[src/rtl/buzz_pkg.sv]
// buzz_pkg: shared types and defaults for the buzzer alarm scheduler.
// Holds the scheduler state enumeration, the default timing constants
// (tone half-period, beep length, inter-beep gap, post-burst guard time),
// the default beep counts per requester, and small helper functions.
package buzz_pkg;

    typedef enum logic [1:0] {
        ST_IDLE = 2'd0,
        ST_ON   = 2'd1,
        ST_OFF  = 2'd2,
        ST_GAP  = 2'd3
    } state_t;

    localparam int unsigned DEF_TONE_DIV = 32'd16384;
    localparam int unsigned DEF_ON_CYC   = 32'd16777216;
    localparam int unsigned DEF_OFF_CYC  = 32'd16777216;
    localparam int unsigned DEF_GAP_CYC  = 32'd33554432;

    localparam int unsigned DEF_BEEPS0 = 32'd1;
    localparam int unsigned DEF_BEEPS1 = 32'd2;
    localparam int unsigned DEF_BEEPS2 = 32'd3;

    // Fixed priority: requester 2 beats 1 beats 0; result is one-hot or zero.
    function automatic logic [2:0] pick_onehot(input logic [2:0] pend);
        logic [2:0] win;
        if (pend[2]) begin
            win = 3'b100;
        end else if (pend[1]) begin
            win = 3'b010;
        end else if (pend[0]) begin
            win = 3'b001;
        end else begin
            win = 3'b000;
        end
        return win;
    endfunction

    function automatic int unsigned max3(input int unsigned a,
                                         input int unsigned b,
                                         input int unsigned c);
        int unsigned m;
        m = (a > b) ? a : b;
        m = (m > c) ? m : c;
        return m;
    endfunction

endpackage

[src/rtl/buzz_tone.sv]
// buzz_tone: square-wave tone divider for the buzzer.
// Ports:
//   clk   in  1  clock, rising edge
//   rst_n in  1  asynchronous active-low reset
//   en    in  1  tone enable; while low the phase is held at its start
//   tone  out 1  square wave, 0 on the first enabled cycle, toggles every
//                TONE_DIV enabled cycles
// Holding the divider cleared while en is low means every rise of en
// restarts the phase from 0.
module buzz_tone #(
    parameter int unsigned TONE_DIV = 32'd16384
) (
    input  logic clk,
    input  logic rst_n,
    input  logic en,
    output logic tone
);

    localparam int unsigned TW = (TONE_DIV > 32'd1) ? $clog2(TONE_DIV) : 32'd1;

    logic [TW-1:0] div_r;
    logic          tone_r;

    // Half-period divider and tone flop; cleared whenever disabled.
    always_ff @(posedge clk or negedge rst_n) begin
        if (!rst_n) begin
            div_r  <= '0;
            tone_r <= 1'b0;
        end else if (!en) begin
            div_r  <= '0;
            tone_r <= 1'b0;
        end else if (div_r == TW'(TONE_DIV - 32'd1)) begin
            div_r  <= '0;
            tone_r <= ~tone_r;
        end else begin
            div_r  <= div_r + TW'(1);
            tone_r <= tone_r;
        end
    end

    assign tone = tone_r;

endmodule

[src/rtl/buzz_sched.sv]
// buzz_sched: three-requester alarm buzzer scheduler.
// A rising edge on req[i] latches a pending request; the highest pending
// index is served with a burst of BEEPSi beeps (ON_CYC tone, OFF_CYC silence
// between beeps) followed by a GAP_CYC silent guard time.
// Ports:
//   clk   in  1  clock, rising edge
//   rst_n in  1  asynchronous active-low reset
//   req   in  3  alarm requests (rising-edge sensitive)
//   mute  in  1  silences immediately, aborts burst, clears pending
//   beep  out 1  buzzer drive, active-low (1 = silent)
//   grant out 3  one-hot requester being served, 0 when idle
//   busy  out 1  state is not IDLE
//   done  out 1  one-cycle pulse on the last GAP cycle
module buzz_sched
    import buzz_pkg::*;
#(
    parameter int unsigned TONE_DIV = DEF_TONE_DIV,
    parameter int unsigned ON_CYC   = DEF_ON_CYC,
    parameter int unsigned OFF_CYC  = DEF_OFF_CYC,
    parameter int unsigned GAP_CYC  = DEF_GAP_CYC,
    parameter int unsigned BEEPS0   = DEF_BEEPS0,
    parameter int unsigned BEEPS1   = DEF_BEEPS1,
    parameter int unsigned BEEPS2   = DEF_BEEPS2
) (
    input  logic       clk,
    input  logic       rst_n,
    input  logic [2:0] req,
    input  logic       mute,
    output logic       beep,
    output logic [2:0] grant,
    output logic       busy,
    output logic       done
);

    localparam int unsigned MAX_CYC = max3(ON_CYC, OFF_CYC, GAP_CYC);
    localparam int unsigned CW      = (MAX_CYC > 32'd1) ? $clog2(MAX_CYC) : 32'd1;

    state_t        state_r, state_s;
    logic [CW-1:0] cnt_r, cnt_s;
    logic [3:0]    beeps_r, beeps_s;
    logic [2:0]    grant_r, grant_s;
    logic [2:0]    pend_r, pend_s;
    logic [2:0]    req_d_r;
    logic          armed_r;
    logic          busy_r;
    logic          done_r, done_s;
    logic [2:0]    rise_s;
    logic [2:0]    win_s;
    logic          start_s;
    logic          tone_s;
    logic          beep_s;

    // Next-state, counter, grant and pending-request logic.
    always_comb begin
        // armed_r masks the first cycle after reset so a held req is not an edge
        rise_s  = req & ~req_d_r & {3{armed_r}};
        win_s   = pick_onehot(pend_r);
        start_s = 1'b0;
        state_s = state_r;
        cnt_s   = cnt_r;
        beeps_s = beeps_r;
        grant_s = grant_r;
        pend_s  = pend_r | rise_s;
        done_s  = 1'b0;

        if (mute) begin
            state_s = ST_IDLE;
            cnt_s   = '0;
            beeps_s = 4'd0;
            grant_s = 3'b000;
            pend_s  = 3'b000;
        end else begin
            case (state_r)
                ST_IDLE: begin
                    if (pend_r != 3'b000) begin
                        start_s = 1'b1;
                    end else begin
                        start_s = 1'b0;
                    end
                end
                ST_ON: begin
                    if (cnt_r == '0) begin
                        beeps_s = beeps_r - 4'd1;
                        if (beeps_r > 4'd1) begin
                            state_s = ST_OFF;
                            cnt_s   = CW'(OFF_CYC - 32'd1);
                        end else begin
                            state_s = ST_GAP;
                            cnt_s   = CW'(GAP_CYC - 32'd1);
                        end
                    end else begin
                        cnt_s = cnt_r - CW'(1);
                    end
                end
                ST_OFF: begin
                    if (cnt_r == '0) begin
                        state_s = ST_ON;
                        cnt_s   = CW'(ON_CYC - 32'd1);
                    end else begin
                        cnt_s = cnt_r - CW'(1);
                    end
                end
                ST_GAP: begin
                    if (cnt_r == '0) begin
                        // A request already waiting is handed the buzzer
                        // straight away, on the cycle right after done.
                        if (pend_r != 3'b000) begin
                            start_s = 1'b1;
                        end else begin
                            state_s = ST_IDLE;
                            grant_s = 3'b000;
                        end
                    end else begin
                        cnt_s = cnt_r - CW'(1);
                    end
                end
                default: begin
                    state_s = ST_IDLE;
                    cnt_s   = '0;
                    grant_s = 3'b000;
                end
            endcase

            if (start_s) begin
                state_s = ST_ON;
                cnt_s   = CW'(ON_CYC - 32'd1);
                grant_s = win_s;
                pend_s  = (pend_r & ~win_s) | rise_s;
                if (win_s[2]) begin
                    beeps_s = 4'(BEEPS2);
                end else if (win_s[1]) begin
                    beeps_s = 4'(BEEPS1);
                end else begin
                    beeps_s = 4'(BEEPS0);
                end
            end else begin
                pend_s = pend_s;
            end

            // Registered so done is high exactly during the last GAP cycle.
            done_s = (state_s == ST_GAP) && (cnt_s == '0);
        end
    end

    // State, counters and registered outputs.
    always_ff @(posedge clk or negedge rst_n) begin
        if (!rst_n) begin
            state_r <= ST_IDLE;
            cnt_r   <= '0;
            beeps_r <= 4'd0;
            grant_r <= 3'b000;
            pend_r  <= 3'b000;
            req_d_r <= 3'b000;
            armed_r <= 1'b0;
            busy_r  <= 1'b0;
            done_r  <= 1'b0;
        end else begin
            state_r <= state_s;
            cnt_r   <= cnt_s;
            beeps_r <= beeps_s;
            grant_r <= grant_s;
            pend_r  <= pend_s;
            req_d_r <= req;
            armed_r <= 1'b1;
            busy_r  <= (state_s != ST_IDLE);
            done_r  <= done_s;
        end
    end

    buzz_tone #(
        .TONE_DIV (TONE_DIV)
    ) u_tone (
        .clk   (clk),
        .rst_n (rst_n),
        .en    (state_r == ST_ON),
        .tone  (tone_s)
    );

    // Buzzer drive: mute silences within the same cycle.
    always_comb begin
        beep_s = 1'b1;
        if (mute) begin
            beep_s = 1'b1;
        end else if (state_r == ST_ON) begin
            beep_s = tone_s;
        end else begin
            beep_s = 1'b1;
        end
    end

    assign beep  = beep_s;
    assign grant = grant_r;
    assign busy  = busy_r;
    assign done  = done_r;

endmodule

[config.mk]
export PLATFORM = sky130hd
export DESIGN_NAME = buzz_sched
export DESIGN_NICKNAME = d
export VERILOG_FILES = /design/src/rtl/buzz_pkg.sv /design/src/rtl/buzz_tone.sv /design/src/rtl/buzz_sched.sv
export SDC_FILE = /design/constraint.sdc
export NUM_CORES = 1
export LEC_CHECK = 0
export CORE_MARGIN = 5
export CORE_UTILIZATION = 45
export DETAILED_ROUTE_END_ITERATION = 6
export GPL_TIMING_DRIVEN = 1
export REMOVE_ABC_BUFFERS = 1
export SKIP_LAST_GASP = 1
export SYNTH_ARGS = -nofsm -noshare
export SYNTH_HDL_FRONTEND = slang
export SYNTH_SLANG_ARGS = --single-unit
[constraint.sdc]
create_clock -name clk -period 5.91 [get_ports clk]
set_input_delay 0.591 -clock clk [delete_from_list [all_inputs] [get_ports clk]]
set_output_delay 0.591 -clock clk [all_outputs]
set_load 0.01 [all_outputs]
## Yosys cells after proc, flatten, opt, wreduce, memory -nomap -nowiden

Cells that the tools add are included.

- Register bits after elaboration: 58
- Input port bits: 6
- Output and inout bits: 6

- $add $sub $neg: 3
- Magnitude comparators: 1
- Equal/unequal tests: 7
- Mux-type cells: 44
- Bitwise gates (word level): 8
- Reduce and logical (&&, ||, !) cells: 11

Operators by type and width:

| kind | number |
|---|---|
| $mux 25 | 7 |
| $pmux 25 s3 | 1 |
| $logic_not 25->1 | 2 |
| $mux 14 | 2 |
| $sub 25x1->25 const B | 1 |
| $mux 3 | 8 |
| $mux 2 | 10 |
| $mux 4 | 4 |
| $add 14x1->14 const B | 1 |
| $eq 14x14->1 const B | 1 |
| $reduce_bool 3->1 | 4 |
| $mux 1 | 10 |
| $and 3x3->3 | 3 |
| $eq 2x2->1 const B | 3 |
| $not 3->3 | 2 |
| $or 3x3->3 | 2 |
| $pmux 2 s3 | 1 |
| $gt 4x1->1 const B | 1 |
| $sub 4x1->4 const B | 1 |
| $ne 3x2->1 const B | 1 |
| $reduce_and 3->1 | 1 |
| $eq 2x1->1 const B | 1 |
| $logic_not 2->1 | 1 |
| $ne 2x2->1 const B | 1 |
| 5 further kinds | 5 |

## Depth between registers and ports, before layout

- Word-level depth: 10
- Depth in mapped cells: 11
- Gate-level depth less buffers: 10

## Modules after synthesis

Synthesis repeated with hierarchy kept, for this count alone.

- Cell total of the unflattened synthesis: 413
- Area, all modules: 3549.7 um2

Modules (own cells, without submodules):

| module | instances | cells each | area an instance (um2) |
|---|---|---|---|
| buzz_sched | 1 | 342 | 2798.9 |
| buzz_tone | 1 | 71 | 750.7 |

## Worst setup path before layout

No wires, ideal clock.

- Path kind: reg-to-reg
- Start: register cnt_r[0]
- End: register done_r, in the netlist done
- Arrival time: 2.924 ns
- Slack: 2.890 ns
- Stages on the path, launching flop included: 11
- Path buffers: 1
- Clock period less this slack: 3.020 ns
- Path through: dfrtp_1 > inv_1 > ha_1 > or3b_1 > clkbuf_1 > or4_4 > or4_4 > o311a_1 > nor4_2 > nand4_1 > nor4_2

- Word-level cells in the longest chain between the ends: 9
- Elaborated cells on any way between the ends: 21

RTL lines:

| element | line | source |
|---|---|---|
| from (decl) | buzz_sched.sv:39 | `logic [CW-1:0] cnt_r, cnt_s;` |
| from (signal assigned) | buzz_sched.sv:159 | `cnt_r <= cnt_s;` |
| parallel branches: the longest is 7 deep, another holds $sub 25x1->25 | n/a |  |
| $logic_and 1x1->1 (*) | buzz_sched.sv:141 | `done_s = (state_s == ST_GAP) && (cnt_s == '0);` |
| $mux 1 (*) | buzz_sched.sv:66 | `if (mute) begin` |
| net done_s | buzz_sched.sv:46 | `logic done_r, done_s;` |
| to (signal assigned) | buzz_sched.sv:166 | `done_r <= done_s;` |
| to (decl) | buzz_sched.sv:46 |  |

Mark *: on every way through the listed nets, which the timed path passes. The select of a mux whose other input is x is not followed.
A chain may end at the register's enable or synchronous reset.

## Worst setup path after layout

- Start: register cnt_r[7]
- End: register done_r, in the netlist done

The elaborated chain is that of the path after synthesis.

==> impl_metrics.yaml <==
floorplan:
  io-pin-count: 12
  core-area_um2: 7690
  floorplan.die_area_um2: 9720
  start_util_pct: 46.0
  dieHeight_um: 98.6
  row_count: 32
  die_width_um: 98.6
worst_setup_path:
  ff_to_ff_start: "cnt_r[7]$_DFF_PN0_"
  r2r_cells: 8
  crit_end_element: "flip-flop"
  max_stage_delay_ns: 0.74
  worstPathArrival_ns: 3.96
  r2r_end: "done$_DFF_PN0_"
  cp_max_fo: 11
  worst_path_dominant_cell_family: "simple AND/OR/NAND/NOR gates"
  worstPathCellList: "nor4_1 -> nand2_1 -> o31a_1 -> nor2_1 -> o21ai_0 -> a2111oi_0 -> nand4_1 -> nor4_2"
  critPathLaunchType: "flip-flop"
  worst_ep_required_time_ns: 6.15
  crit_path_top_delay_cell: "sky130_fd_sc_hd__nor4_1"
  critical_path_depth: 8
  worst-r2r-setup-slack_ns: 2.19
  timing.critical_path.buf_inv: 0
  timing.setup.critical_path_class: "reg -> reg"
cts:
  post_cts_resize_count: 0
  cts_post_setup_buffers_inserted: 0
  numClockSinks: 58
  hold_buffers: 0
  worst_setup_hold_path_clk_slew_ns: 0.07
  tritoncts_clock_tree: "done"
  clk_latency_ns: 0.34
  htree_levels: 3
  clock-root-buffer: "sky130_fd_sc_hd__clkbuf_8"
  numCtsBuffers: 9
  clock_tree.buffer_depth: 2
global_routing:
  grt_remaining_overflow: 0
  via_count_of_the_first_global_routing_pass: 2990
  pin_count_of_the_biggest_net_entering_global_routing: 59
  grtUsageTotal_pct: 18.8
  grt_first_pass_wirelength_um: 14700
  antenna_found_initial: 0
timing:
  tightestPinTransition_ns: 0.892
  relSlewSlack_pct: 40.5
  grt_setup_unrepaired: "false"
  post-route-worst-setup-slack_ns: 2.19
  report.final.hold_viol_count: 0
  timing_max_transition_violations_final: 0
  finClkSkew_ns: 0.00787
  final.setup.tns_ns: 0
  achievable-frequency_ghz: 0.269
  post-route-period-util_pct: 63.0
  final_period_minus_worst_setup_slack_ns: 3.72
  setup_viol: 0
logic_synthesis:
  post_synth_num_cell_types: 56
  yosys_warnings: 0
  syn-cell-area_um2: 3530
  post_synth.cell_area_avg_um2: 8.53
  ys.flop_type: "sky130_fd_sc_hd__dfrtp_1"
  synth_cells: 414
  yosys_register_bits: 58
  yosysSeqAreaShare_pct: 41.1
  synth_edf_count: 0
  async_reset_ff_share_pct: 100
finish:
  proportion_of_layout_cells_with_a_drive_suffix_above_1_pct: 8.96
  fillerInstances: 743
  insertedDiodeCount: 0
  multi_input_area_um2: 1950
  commonest_non_fill_non_tap_cells_in_the_layout: "62 x sky130_fd_sc_hd__nor2_1, 58 x sky130_fd_sc_hd__dfrtp_1, 31 x sky130_fd_sc_hd__nand2_1, 30 x sky130_fd_sc_hd__a21oi_1, 22 x sky130_fd_sc_hd__o21ai_0"
  design.final.nets: 436
  layout_commonest_cell: "sky130_fd_sc_hd__nor2_1"
  sequential_cell_area_um2: 1450
  areaGrowthSynthToFinish_pct: 10.6
placement:
  preCtsSetupSlack_ns: 2.29
  globalplace.congestion: 0.923
  post-dp-hpwl_um: 6170
  io_buffers: 11
status:
  outcome: "finished, final reports clean"
routing:
  drt_first_pass_iters: 5
  drtAntennaViolNets: 0
  highest_layer: "met4"
  post-route-drc-count: 0
  vias: 3109
  route.met3.wl_um: 445
  detail_route.wirelength_um: 8810
  drt-met1-wl_um: 4120
  via_per_inst: 5.91
  drt-initial-drc-count: 220
  met2_wirelength_um: 4040
  post_drt_wl_per_cell_um: 16.8
power:
  total_leakage_power_nw: 1.59
  design_power_total_w: 0.00127
  power_density_nw_per_um2: 325
  vdd_ir_drop_max_mv: 0.154
job:
  cap_violations: 0
worst_hold_path:
  hold_path.class: "in -> async"
[worst reg2reg max path, stage by stage, from the launching register on]
cell	delay [ns]
sky130_fd_sc_hd__dfrtp_1	0.43
sky130_fd_sc_hd__nor4_1	0.74
sky130_fd_sc_hd__nand2_1	0.25
sky130_fd_sc_hd__o31a_1	0.49
sky130_fd_sc_hd__nor2_1	0.58
sky130_fd_sc_hd__o21ai_0	0.25
sky130_fd_sc_hd__a2111oi_0	0.41
sky130_fd_sc_hd__nand4_1	0.19
sky130_fd_sc_hd__nor4_2	0.28
[cells by family after synthesis]
logic type	after synthesis	synth area share, %
AND/OR/NAND/NOR	193	29.1
adder cells (fa/ha/maj)	10	3.54
XOR/XNOR	16	3.97
AO/OA/AOI/OAI	100	18.1
buffers and inverters	35	3.86
other	1	0.106
flip-flops	58	41.1
multiplexers	1	0.283
[synthesized netlist by cell type (all sizes together) (4+ instances only)]
master	number	area [µm²]
nand2b	8	50.1
inv	15	56.3
clkbuf	15	56.3
and2	12	75.1
dfrtp	58	1450
nand3	10	50.1
or2	5	31.3
nand3b	6	45.0
buf	5	23.8
o22ai	5	31.3
and3	5	31.3
nor2	62	233
nor4	12	106
o21a	8	60.1
a21oi	30	150
ha	10	125
o311ai	4	35.0
nor3	10	50.1
xnor2	11	96.3
or4	7	63.8
a31oi	5	31.3
xor2	5	43.8
or3	7	46.3
o21ai	23	115
nand4	8	50.1
nand2	31	116
[report_power, final]
part	switching, W	internal, W	leakage [nW]
combinational	0.000274	0.000153	0.717
clock	0.000160	0.000202	0.0941
sequential	0.0000484	0.000435	0.781
total	0.000482	0.000790	1.59
[final cells by class]
type | count | area share, %
Clock inverter | 5 | 1.41
Clock buffer | 10 | 3.52
Timing Repair Buffer | 15 | 3.46
Tap cell | 102 | 3.27
Sequential cell | 58 | 37.1
Inverter | 15 | 1.44
Multi-Input combinational cell | 321 | 49.8
[through the flow]
stage	std cells	utilization [%]	area, µm²	hold WS (ns)
5_1_grt	526	50.8	3910	0.466
4_1_cts	526	50.8	3910	0.418
6_report	526	50.8	3910	0.395
3_3_place_gp	511	48.3	3720	0.489
3_5_place_dp	511	48.3	3720	0.495
2_1_floorplan	394	-	3450	0.295
[state kept, by name, summed over array words and instances (netlist names)]
register      cells
cnt_r            25
u_tone.tone       1
grant             3
u_tone.div_r     14
busy              1
pend_r            3
done              1
state_r           2
armed_r           1
beeps_r           4
req_d_r           3
[worst max path at each step]
stage	slack, ns	start	to
after floorplan	2.24	state_r[1]$_DFF_PN0_	done$_DFF_PN0_
after global placement	2.43	cnt_r[18]$_DFF_PN0_	done$_DFF_PN0_
after detailed placement	2.29	cnt_r[7]$_DFF_PN0_	done$_DFF_PN0_
after CTS	2.27	cnt_r[7]$_DFF_PN0_	done$_DFF_PN0_
after global routing	1.96	cnt_r[11]$_DFF_PN0_	done$_DFF_PN0_
final	2.19	cnt_r[7]$_DFF_PN0_	done$_DFF_PN0_
[per-layer routing]
layer	GRT usage, %	vias to the layer above
met5	0	-
met4	8.09	0
met3	3.96	19
met2	29.0	98
met1	25.5	1498
li1	-	1494
No activity file was read; power rests on OpenSTA's default activity.
